## config.mk

```make
export PLATFORM = sky130hd
export DESIGN_NAME = regfile_write_arbiter
export DESIGN_NICKNAME = d
export VERILOG_FILES = /design/src/rtl/regfile_write_arbiter.sv
export SDC_FILE = /design/constraint.sdc
export NUM_CORES = 1
export LEC_CHECK = 0
export CAP_MARGIN = 20
export CELL_PAD_IN_SITES_DETAIL_PLACEMENT = 0
export CELL_PAD_IN_SITES_GLOBAL_PLACEMENT = 2
export CORE_ASPECT_RATIO = 0.6
export CORE_MARGIN = 8
export CORE_UTILIZATION = 25
export DETAILED_ROUTE_END_ITERATION = 7
export PLACE_DENSITY = 0.95
export REMOVE_ABC_BUFFERS = 1
export SLEW_MARGIN = 20
export SYNTH_ARGS = -nofsm -noshare
export SYNTH_HDL_FRONTEND = slang
export SYNTH_SLANG_ARGS = --single-unit
```

## constraint.sdc

```tcl
create_clock -name clk -period 4.66 [get_ports clk]
set_input_delay 0.466 -clock clk [delete_from_list [all_inputs] [get_ports clk]]
set_output_delay 0.466 -clock clk [all_outputs]
set_load 0.01 [all_outputs]
```

## src/rtl/regfile_write_arbiter.sv

```systemverilog
// Round-robin arbiter sharing the register file write port among N_REQ writeback sources,
// with locked bursts. Define REGFILE_ARB_FWD_EN to add the same-edge write bypass ports.
module regfile_write_arbiter #(
    parameter int N_REQ     = 3,
    parameter int ADDR_W    = 4,
    parameter int DATA_W    = 32,
    parameter int MAX_BURST = 4
) (
    input  logic                       clk,
    input  logic                       rst,
    input  logic [N_REQ-1:0]           req_valid,
    input  logic [N_REQ-1:0]           req_lock,
    input  logic [N_REQ*ADDR_W-1:0]    req_addr,
    input  logic [N_REQ*DATA_W-1:0]    req_data,
    output logic [N_REQ-1:0]           req_ready,
    output logic [ADDR_W-1:0]          RD,
    output logic [DATA_W-1:0]          WD,
    output logic                       wr_enable,
    output logic [$clog2(N_REQ)-1:0]   grant_id,
    output logic                       busy
`ifdef REGFILE_ARB_FWD_EN
    ,
    input  logic [ADDR_W-1:0]          fwd_addr,
    output logic                       fwd_hit,
    output logic [DATA_W-1:0]          fwd_data
`endif
);

    localparam int ID_W  = $clog2(N_REQ);
    localparam int CNT_W = 4;
    // A burst cap of one means a lock can never extend past the first transfer.
    localparam bit LOCK_OK = (MAX_BURST > 1);

    typedef enum logic {ARB, BURST} state_t;

    state_t             state_reg, state_next;
    logic [ID_W-1:0]    rr_ptr_reg, rr_ptr_next;
    logic [ID_W-1:0]    owner_reg, owner_next;
    logic [CNT_W-1:0]   burst_cnt_reg, burst_cnt_next;
    logic [ADDR_W-1:0]  rd_reg;
    logic [DATA_W-1:0]  wd_reg;
    logic               wr_en_reg;
    logic [ID_W-1:0]    grant_id_reg;
    logic               busy_reg;

    logic [ADDR_W-1:0]  addr_arr [N_REQ];
    logic [DATA_W-1:0]  data_arr [N_REQ];

    logic               grant_found;
    logic [ID_W-1:0]    grant_idx;
    logic [ID_W-1:0]    cand_id;
    int                 cand;

    generate
        for (genvar gi = 0; gi < N_REQ; gi++) begin : g_unpack
            assign addr_arr[gi] = req_addr[gi*ADDR_W +: ADDR_W];
            assign data_arr[gi] = req_data[gi*DATA_W +: DATA_W];
        end
    endgenerate

    function automatic logic [ID_W-1:0] wrap_inc(input logic [ID_W-1:0] i);
        return (i == ID_W'(N_REQ - 1)) ? '0 : i + ID_W'(1);
    endfunction

    // Scan from the highest offset down so the lowest offset from rr_ptr wins.
    always_comb begin
        grant_found = 1'b0;
        grant_idx   = '0;
        cand        = 0;
        cand_id     = '0;
        if (state_reg == BURST) begin
            grant_found = req_valid[owner_reg];
            grant_idx   = owner_reg;
        end else begin
            for (int k = N_REQ - 1; k >= 0; k--) begin
                cand = int'(rr_ptr_reg) + k;
                if (cand >= N_REQ) begin
                    cand = cand - N_REQ;
                end
                cand_id = ID_W'(cand);
                if (req_valid[cand_id]) begin
                    grant_found = 1'b1;
                    grant_idx   = cand_id;
                end
            end
        end
        grant_found = grant_found & rst;
    end

    assign req_ready = grant_found ? (N_REQ'(1) << grant_idx) : '0;

    always_comb begin
        state_next     = state_reg;
        rr_ptr_next    = rr_ptr_reg;
        owner_next     = owner_reg;
        burst_cnt_next = burst_cnt_reg;
        case (state_reg)
            ARB: begin
                if (grant_found) begin
                    if (req_lock[grant_idx] && LOCK_OK) begin
                        state_next     = BURST;
                        owner_next     = grant_idx;
                        burst_cnt_next = CNT_W'(1);
                    end else begin
                        rr_ptr_next = wrap_inc(grant_idx);
                    end
                end
            end
            BURST: begin
                if (!grant_found) begin
                    state_next  = ARB;
                    rr_ptr_next = wrap_inc(owner_reg);
                end else begin
                    burst_cnt_next = burst_cnt_reg + CNT_W'(1);
                    if (!req_lock[owner_reg] || burst_cnt_next == CNT_W'(MAX_BURST)) begin
                        state_next  = ARB;
                        rr_ptr_next = wrap_inc(owner_reg);
                    end
                end
            end
            default: state_next = ARB;
        endcase
    end

    always_ff @(posedge clk or negedge rst) begin
        if (!rst) begin
            state_reg     <= ARB;
            rr_ptr_reg    <= '0;
            owner_reg     <= '0;
            burst_cnt_reg <= '0;
            rd_reg        <= '0;
            wd_reg        <= '0;
            wr_en_reg     <= 1'b0;
            grant_id_reg  <= '0;
            busy_reg      <= 1'b0;
        end else begin
            state_reg     <= state_next;
            rr_ptr_reg    <= rr_ptr_next;
            owner_reg     <= owner_next;
            burst_cnt_reg <= burst_cnt_next;
            busy_reg      <= (state_next == BURST);
            wr_en_reg     <= grant_found;
            if (grant_found) begin
                rd_reg       <= addr_arr[grant_idx];
                wd_reg       <= data_arr[grant_idx];
                grant_id_reg <= grant_idx;
            end
        end
    end

    assign RD        = rd_reg;
    assign WD        = wd_reg;
    assign wr_enable = wr_en_reg;
    assign grant_id  = grant_id_reg;
    assign busy      = busy_reg;

`ifdef REGFILE_ARB_FWD_EN
    // Lets decode see a write that lands in the register file on this same edge.
    assign fwd_hit  = wr_en_reg && (fwd_addr == rd_reg);
    assign fwd_data = fwd_hit ? wd_reg : '0;
`endif

endmodule

```

== Yosys cells after proc, flatten, opt, wreduce, memory -nomap -nowiden ==
Cells that the tools add are included.

* Register bits after elaboration: 48
* Input bits: 116
* Output and inout port bits: 43
* Word-level logic and storage cells: 91

* $add $sub $neg: 8
* Order comparisons: 9
* Equality and inequality tests: 8
* Shift-type cells: 1
* Mux-type cells: 49
* Bitwise gates (word level): 3
* Reduce and logical (&&, ||, !) cells: 5

{| class="wikitable"
|+ Operators with widths
! cell !! count
|-
| $bmux W32 S2 || 1
|-
| $mux W32 || 2
|-
| $mux W2 || 16
|-
| $mux W4 || 5
|-
| $lt A2 B3 Y1 const B || 5
|-
| $mux W1 || 14
|-
| $bmux W1 S2 || 6
|-
| $reduce_and A3 Y1 || 3
|-
| $bmux W4 S2 || 1
|-
| $pmux W4 S2 || 1
|-
| $ge A3 B2 Y1 const B || 2
|-
| $ne A2 B2 Y1 const B || 3
|-
| $sub A2 B2 Y2 const B || 3
|-
| $add A2 B1 Y2 const B || 2
|-
| $add A4 B1 Y4 const B || 1
|-
| $eq A2 B2 Y1 const B || 2
|-
| $eq A4 B3 Y1 const B || 1
|-
| $pmux W2 S2 || 1
|-
| $add A2 B1 Y3 const B || 1
|-
| $add A2 B2 Y3 const B || 1
|-
| $ge A3 B3 Y1 const B || 1
|-
| $mux W3 || 1
|-
| $ne A3 B2 Y1 const B || 1
|-
| $not A2 Y3 || 1
|-
| other kinds (8) || 8
|}

== Depth between registers and ports, before layout ==
Gate-level depths: netlist (run 1).

* Word-level depth: 15
* Depth in mapped cells: 13
* Gate-level depth less buffers: 9

== Least setup slack after synthesis (run 1) ==
No wires, ideal clock.

* Kind: reg2out
* From: register rr_ptr_reg[0]
* To: output req_ready[2]
* Data arrival time: 2.329 ns
* Required time: 4.194 ns
* Setup slack: 1.865 ns
* Stages on the path, launching flop included: 11
* Buffers on the path: 3
* Cells stage by stage: dfrtp_1 > inv_1 > ha_1 > buf_2 > mux2i_1 > o22ai_1 > or4b_1 > nand3_2 > buf_4 > buf_2 > nor3_1

* Cells in the longest elaborated chain, start to end: 12
* Elaborated cells on any way between the ends: 31
* Classes of those cells: 5 x add/sub; 3 x order compare; 1 x shift; 21 x mux; 1 x bitwise

{| class="wikitable"
|+ Ends and longest elaborated chain
! item !! line !! source
|-
| start: declaration || 37 || <nowiki>logic [ID_W-1:0] rr_ptr_reg, rr_ptr_next;</nowiki>
|-
| start signal: assignment || 138 || <nowiki>rr_ptr_reg <= rr_ptr_next;</nowiki>
|-
| $add A2 B2 Y3 || 76 || <nowiki>cand = int'(rr_ptr_reg) + k;</nowiki>
|-
| $ge A3 B2 Y1 or $sub A2 B2 Y2 (tied branches) || 77, 78 ||
|-
| $mux W2 || 77 || <nowiki>if (cand >= N_REQ) begin</nowiki>
|-
| $mux W2 || 71 || <nowiki>if (state_reg == BURST) begin</nowiki>
|-
| $bmux W1 S2 || 81 || <nowiki>if (req_valid[cand_id]) begin</nowiki>
|-
| $mux W1 (implied by the code) || 81 ||
|-
| $mux W2 or $mux W1 (tied branches) (3 in a row) || 81 ||
|-
| $mux W2 or $mux W1 (tied branches) || 71 ||
|-
| $shl A1 B2 Y3 or $and A1 B1 Y1 (tied branches) || 90, 87 ||
|-
| $mux W3 * || 90 || <nowiki>assign req_ready = grant_found ? (N_REQ'(1) << grant_idx) : '0;</nowiki>
|-
| end: declaration || 15 || <nowiki>output logic [N_REQ-1:0] req_ready,</nowiki>
|}

Every way passes the cells marked *; elsewhere a longest branch is shown, timed or not. The select of a mux whose other input is x is not followed.

== Final worst setup path (run 1) ==
* From: register rr_ptr_reg[0]
* To: output req_ready[0]

The elaborated chain is that of the path after synthesis.

==> impl_metrics.tcl, run 1 <==
set metrics [dict create \
    synthesis.area_per_instance_sq_um 10.5 \
    synth_cells 295 \
    first_global_vias 3169 \
    global_route_wire_length_before_repair_mm 16.7 \
    synth.lib_cells_used.distinct 50 \
    dieWidth_um 160 \
    crit_path_end_kind "primary output" \
    final_design_area_no_fill_sq_um 4880 \
    fin_worst_skew_ps 4.22 \
    post-synth-top-area-fraction_pct 38.7 \
    drc 0 \
    peakVddDrop_v 0.000280 \
    drt_pass1_iterations 6 \
    post_layout_nonfiller_instances 605 \
    placed_cells 598 \
    drv.max_cap_violation_count 0 \
    final.period_utilization_pct 82.9 \
    grt.overflow.total 0 \
    critical_path_peak_fanout 27 \
    fp.coreArea_sq_um 12100 \
    diodes 0 \
    startpoint_kind_of_the_worst_setup_timing_path "register" \
    count_of_buffering_cells_on_the_critical_path_with_inverters_included 3 \
    grt_max_degree 52 \
    largest_register_ff_count 32 \
    timing.max_slew.rel_slack_pct 55.7 \
    grt.total_usage_pct 12.7 \
    clock_insertion_delay_worst_skew_ps 280 \
    synthFlopType "dfrtp_1" \
    post-synth-top-count-cell "dfrtp_1" \
    vias_per_cell 4.78 \
    antenna_found_initial 0 \
    clk_root_buffer_cell "clkbuf_16" \
    power.density_nw_per_um2 649 \
    fraction_of_the_yosys_area_taken_by_sequential_cells_pct 38.7 \
    tns_ps 0 \
    async_reset_ff_share_pct 100 \
    synth_enable_flop_cells 0 \
    clock_slew_seen_by_the_registers_of_the_worst_setup_and_hold_paths_ps 60 \
    cts_setup_buffers 0 \
    rsz0062_at_grt "false" \
    routed_vias 2889 \
    power_w 0.00317 \
    initialDrtViolationCount 121 \
    floorplan.initialDensity_pct 25.6 \
    leak_nw 1.95 \
    layout-drive-gt1-share_pct 12.0 \
    critical_path_class "reg2out" \
    number_of_nets_in_the_finished_design 561 \
    cts_buffer_depth 2 \
    synth-seq-cells 48 \
    cp_cell_sequence "inv_1 > ha_1 > mux2i_1 > o22ai_1 > or4b_1 > nand3_4 > nor3_4 > buf_4 > clkdlybuf4s50_1" \
    slew_violations 0 \
    worst_path_max_delay_cell "or4b_1" \
    syn-cell-area_sq_um 3100 \
    placedInstanceArea_sq_um 4740 \
    cts-resized-gates 0 \
    finalHoldViolCount 0 \
    worst_ep_required_time_ps 4190 \
    chipHeight_um 102 \
    tightest_slew_ps 665 \
    fillers 1192 \
    count_of_antenna_violating_nets_left_after_detailed_routing 0 \
    synthesis.yosys.warnings 0 \
    route.detailed.wl_per_inst_um 17.4 \
    cts.htree.levels 2 \
    clock_sink_count 48 \
    areaGrowthSynthToFinish_pct 57.2 \
    cts_tree "done" \
    run_status "complete, no violations" \
    setup_violations_final 0 \
    place.gp.congestion 0.828 \
    place_hpwl_mm 8.05 \
    ioPinCount 159 \
    maximum_cell_stage_delay_along_the_critical_path_ps 640 \
    post_cts_hold_buffer_count 0 \
    period_minus_slack_ps 3860 \
    placement_rows 31 \
    max_freq_mhz 259 \
    synthTopCellsByArea "dfrtp_1 39%, a22oi_1 9.0%, mux2_4 7.3%" \
    timing.critical_path.max_delay_family "simple AND/OR/NAND/NOR gates" \
    fp.dieArea_sq_um 16300 \
    detailed_route_wl_mm 10.5 \
    timing.hold.ws_ps 417 \
    numPortBuffers 158 \
    synth_commonest_cells "48 x dfrtp_1, 37 x a22oi_1, 34 x o21ai_1, 31 x nand2_1" \
    critical_path_arrival_ps 3400 \
    hold_path.class "in2async" \
    leading_area_contributor_after_synthesis "dfrtp_1" \
    cts-buffers-inserted 5 \
]
[power breakdown]
group          internal, W  switching [W]  leakage [nW]  total [W]
clock             0.000195       0.000150        0.0667   0.000345
combinational      0.00101        0.00107          1.28    0.00208
sequential        0.000615       0.000129         0.601   0.000745
total              0.00182        0.00135          1.95    0.00317
[cell type report]
| class | instances | area [sq um] | area share, % |
|---|---|---|---|
| clock buffer | 6 | 129 | 2.64 |
| clock inverter | 1 | 5.00 | 0.103 |
| inverter | 5 | 18.8 | 0.385 |
| multi-input combinational | 216 | 1700 | 34.8 |
| sequential | 48 | 1200 | 24.6 |
| tap | 165 | 206 | 4.23 |
| timing repair buffer | 164 | 1620 | 33.2 |
[worst paths after layout]
check | startpoint | end | slack (ps) | depth (start not counted)
setup / recovery | rr_ptr_reg[0]$_DFFE_PN0P_ | req_ready[0] | 800 | 9
hold / removal | rst | WD[16]$_DFFE_PN0P_ | 420 | 2
setup reg to reg | rr_ptr_reg[0]$_DFFE_PN0P_ | grant_id[0]$_DFFE_PN0P_ | 1480 | 8
hold reg to reg | WD[6]$_DFFE_PN0P_ | WD[6]$_DFFE_PN0P_ | 490 | 2
max in group asynchronous | rst | WD[17]$_DFFE_PN0P_ | 3790 | 2
min in group clk | WD[6]$_DFFE_PN0P_ | WD[6]$_DFFE_PN0P_ | 490 | 2
[logic make-up after synthesis]
family          after synthesis  share of synthesized area (%)
simple gates                 59                           10.4
buf+inv                      31                           6.85
xor+xnor                      2                          0.565
compound gates              116                           27.6
flops                        48                           38.7
mux                          34                           13.8
fa+ha+maj                     5                           2.02
[routing by layer]
layer	GRT usage [%]	up-vias	share of wire, %
met4	1.79	0	0.30
met3	5.83	4	11
met2	20.8	136	45
met5	0	-	0
met1	15.6	1358	45
li1	-	1391	-
[metrics by stage]
step | setup slack (ps) | utilization (%)
6_report | 798 | 40.3
5_1_grt | 528 | 40.3
4_1_cts | 764 | 40.3
3_5_place_dp | 1040 | 39.2
3_3_place_gp | 1160 | 39.2
2_1_floorplan | 1310 | -
[layout by cell type, fill, tap and decap left out, types with 2 or more instances in the layout]
cell type        instances
a21oi_1                  2
a22o_1                   2
a22oi_1                 37
a22oi_2                 15
and2_4                   2
buf_4                    6
clkbuf_16                5
clkdlybuf4s50_1        157
dfrtp_1                 48
ha_1                     5
inv_1                    5
mux2_1                   9
mux2_4                  15
mux2i_1                  9
nand2_1                 31
nand3_1                  3
nand3b_1                 3
nor2_1                   3
nor2b_1                  5
nor3_1                   2
o211ai_1                 2
o21ai_0                 11
o21ai_1                 34
o22ai_1                  2
o31a_1                   2
(Power assumes the default switching activity.)
==> inputs of run 2 (changes only) <==
CORE_UTILIZATION = 21   (was 25)
PLACE_DENSITY = 0.88   (was 0.95)
clock period = 3.1 ns   (was 4.66 ns; I/O delays follow)
==> run 2 against run 1 <==
Via count fell by 1.9%. Register-to-register slack got worse by 1200 ps. Core utilization down 5.3 points. Combinational power up 60%. Global-route usage down 1.7 points. Wire length up 3.4%. Sequential power grew 50%. Cell count is 6.6% higher. Die area is 17% higher. Critical path depth unchanged. Cell area up 3.7%.
==> impl_metrics.tcl, run 2 (synthesized netlist as in run 1, its figures left out) <==
set metrics [dict create \
    run_status "complete, no violations" \
    first_global_vias 3077 \
    rsz0062_at_grt "false" \
    regToRegSetupSlack_ps 300 \
    met3RoutedLength_mm 1.20 \
    sequentialPowerShare_pct 22.5 \
    number_of_nets_in_the_finished_design 567 \
    areaGrowthSynthToFinish_pct 63.1 \
    clock_insertion_delay_worst_skew_ps 290 \
    slew_violations 0 \
    grt.overflow.total 0 \
    crit-reg2reg-launch "rr_ptr_reg[0]$_DFFE_PN0P_" \
    crit_path_end_kind "primary output" \
    final_common_cell "clkdlybuf4s50_1" \
    placement_rows 34 \
    timing.max_slew.rel_slack_pct 66.4 \
    finalHoldViolCount 0 \
    startpoint_kind_of_the_worst_setup_timing_path "register" \
    routed_vias 2834 \
    layout-drive-gt1-share_pct 15.2 \
    tightest_slew_ps 504 \
    post_cts_hold_buffer_count 0 \
    grt.total_usage_pct 11.1 \
    power.clock.fraction_pct 11.1 \
    clock_sink_count 48 \
    drv.max_cap_violation_count 0 \
    fp.dieArea_sq_um 19000 \
    grt_max_degree 52 \
    chipHeight_um 110 \
    final.period_utilization_pct 95.9 \
    placed_cells 636 \
    antenna_found_initial 0 \
    count_of_buffering_cells_on_the_critical_path_with_inverters_included 3 \
    critical_path_class "reg2out" \
    drt_pass1_iterations 4 \
    power_switching_w 0.00208 \
    place.gp.congestion 0.864 \
    initialDrtViolationCount 127 \
    peakVddDrop_v 0.000586 \
    vias_per_cell 4.39 \
    cts_tree "done" \
    worst_ep_required_time_ps 2790 \
    place_hpwl_mm 8.37 \
    clock_slew_seen_by_the_registers_of_the_worst_setup_and_hold_paths_ps 60 \
    setup_violations_final 0 \
    numPortBuffers 158 \
    internal_power_w 0.00292 \
    ff2ff_path_depth 10 \
    cp_cell_sequence "inv_1 > ha_2 > mux2i_4 > o22ai_2 > or4b_4 > nand3_4 > inv_1 > and3_1 > dlygate4sd2_1" \
    critical_path_peak_fanout 6 \
    placedInstanceArea_sq_um 4840 \
    hold_path.class "in2async" \
    detailed_route_wl_mm 10.9 \
    maximum_cell_stage_delay_along_the_critical_path_ps 560 \
    highest_metal_used "met4" \
    final_design_area_no_fill_sq_um 5060 \
    detail_route.wirelength.met1_mm 5.16 \
    cts.htree.levels 2 \
    floorplan.initialDensity_pct 21.5 \
    fillers 1469 \
    cts_buffer_depth 2 \
    diodes 0 \
    count_of_antenna_violating_nets_left_after_detailed_routing 0 \
    combPwrFrac_pct 66.5 \
    power.density_nw_per_um2 988 \
    post_layout_nonfiller_instances 645 \
    global_route_wire_length_before_repair_mm 16.9 \
    leak_nw 2.04 \
    route.detailed.wl_per_inst_um 16.9 \
    clk_root_buffer_cell "clkbuf_16" \
    cts-buffers-inserted 5 \
    period_minus_slack_ps 2970 \
    dieWidth_um 173 \
    ioPinCount 159 \
    worst_path_max_delay_cell "or4b_4" \
    fin_worst_skew_ps 3.47 \
    critical_path_arrival_ps 2660 \
    mostFrequentLayoutCells "154 x clkdlybuf4s50_1, 48 x dfrtp_1, 37 x a22oi_1, 35 x o21ai_1, 31 x nand2_1" \
    sw_frac_of_total_pct 41.6 \
    timing.critical_path.max_delay_family "simple AND/OR/NAND/NOR gates" \
    max_freq_mhz 336 \
    critical_path.most_common_cell "inv_1" \
    fp.coreArea_sq_um 14500 \
    cp_num_cells 9 \
    crit_path_start "rr_ptr_reg[1]$_DFFE_PN0P_" \
    largest_register_ff_count 32 \
    drc 0 \
    met2_wirelength_mm 4.45 \
]
==> run 2: cell types whose count changed in the layout (fill, tap and decap cells not counted), moves of 2 or more <==
cell	delta
buf_12	+2
clkdlybuf4s50_1	-3
buf_4	+4
dlymetal6s2s_1	+2
mux2i_4	+2
ha_1	-2
mux2i_1	-2
==> run 2: final timing paths <==
kind,endpoint
setup reg to reg,RD[1]$_DFFE_PN0P_
min in group clk,WD[19]$_DFFE_PN0P_
hold / removal,WD[10]$_DFFE_PN0P_
max in group asynchronous,WD[15]$_DFFE_PN0P_
setup / recovery,req_ready[1]
hold reg to reg,WD[19]$_DFFE_PN0P_
==> run 2: stage by stage <==
step / setup TNS, ps / hold slack [ps] / setup WS (ps) / total power (W) / util (%)
final: 0 / 77.3 / 127 / 0.00500 / 35.0
after global routing: 0 / 111 / 16.8 / 0.00541 / 35.0
after CTS: 0 / 74.6 / 12.0 / 0.00503 / 34.7
after detailed placement: 0 / 392 / 44.0 / 0.00438 / 33.4
after global placement: 0 / 388 / 133 / 0.00432 / 33.4
after floorplan: -1010 / 14.4 / -97.1 / 0.00303 / -
==> run 2: timing repair <==
item	in CTS	in global routing
gates resized for setup	8	5
setup endpoints to repair	3	3
pin swaps	0	1
buffers inserted	0	1
gates cloned	0	0
==> run 2: power by group through the flow <==
stage / registers, W / clock network [W] / logic [W]
finish: 0.00112 / 0.000554 / 0.00332
CTS: 0.00112 / 0.000596 / 0.00331
detailed placement: 0.00113 / 0 / 0.00325
global placement: 0.00112 / 0 / 0.00320
global route: 0.00117 / 0.000621 / 0.00363
floorplan: 0.00121 / 0 / 0.00182
==> run 2: layout make-up <==
class                   instances  area [sq um]  area share, %
multi-input cells             216          1750           34.5
clock buffers                   6           139           2.74
flip-flops and latches         48          1200           23.7
well taps                     198           248           4.90
repair buffers                170          1700           33.5
inverters                       5          18.8          0.371
clock inverters                 2          10.0          0.198
==> run 2: metal layers <==
layer  global-route usage, %  up-vias
met2                    16.3      150
met5                       0        -
li1                        -     1399
met4                    2.20        0
met3                    4.93        7
met1                    14.7     1278
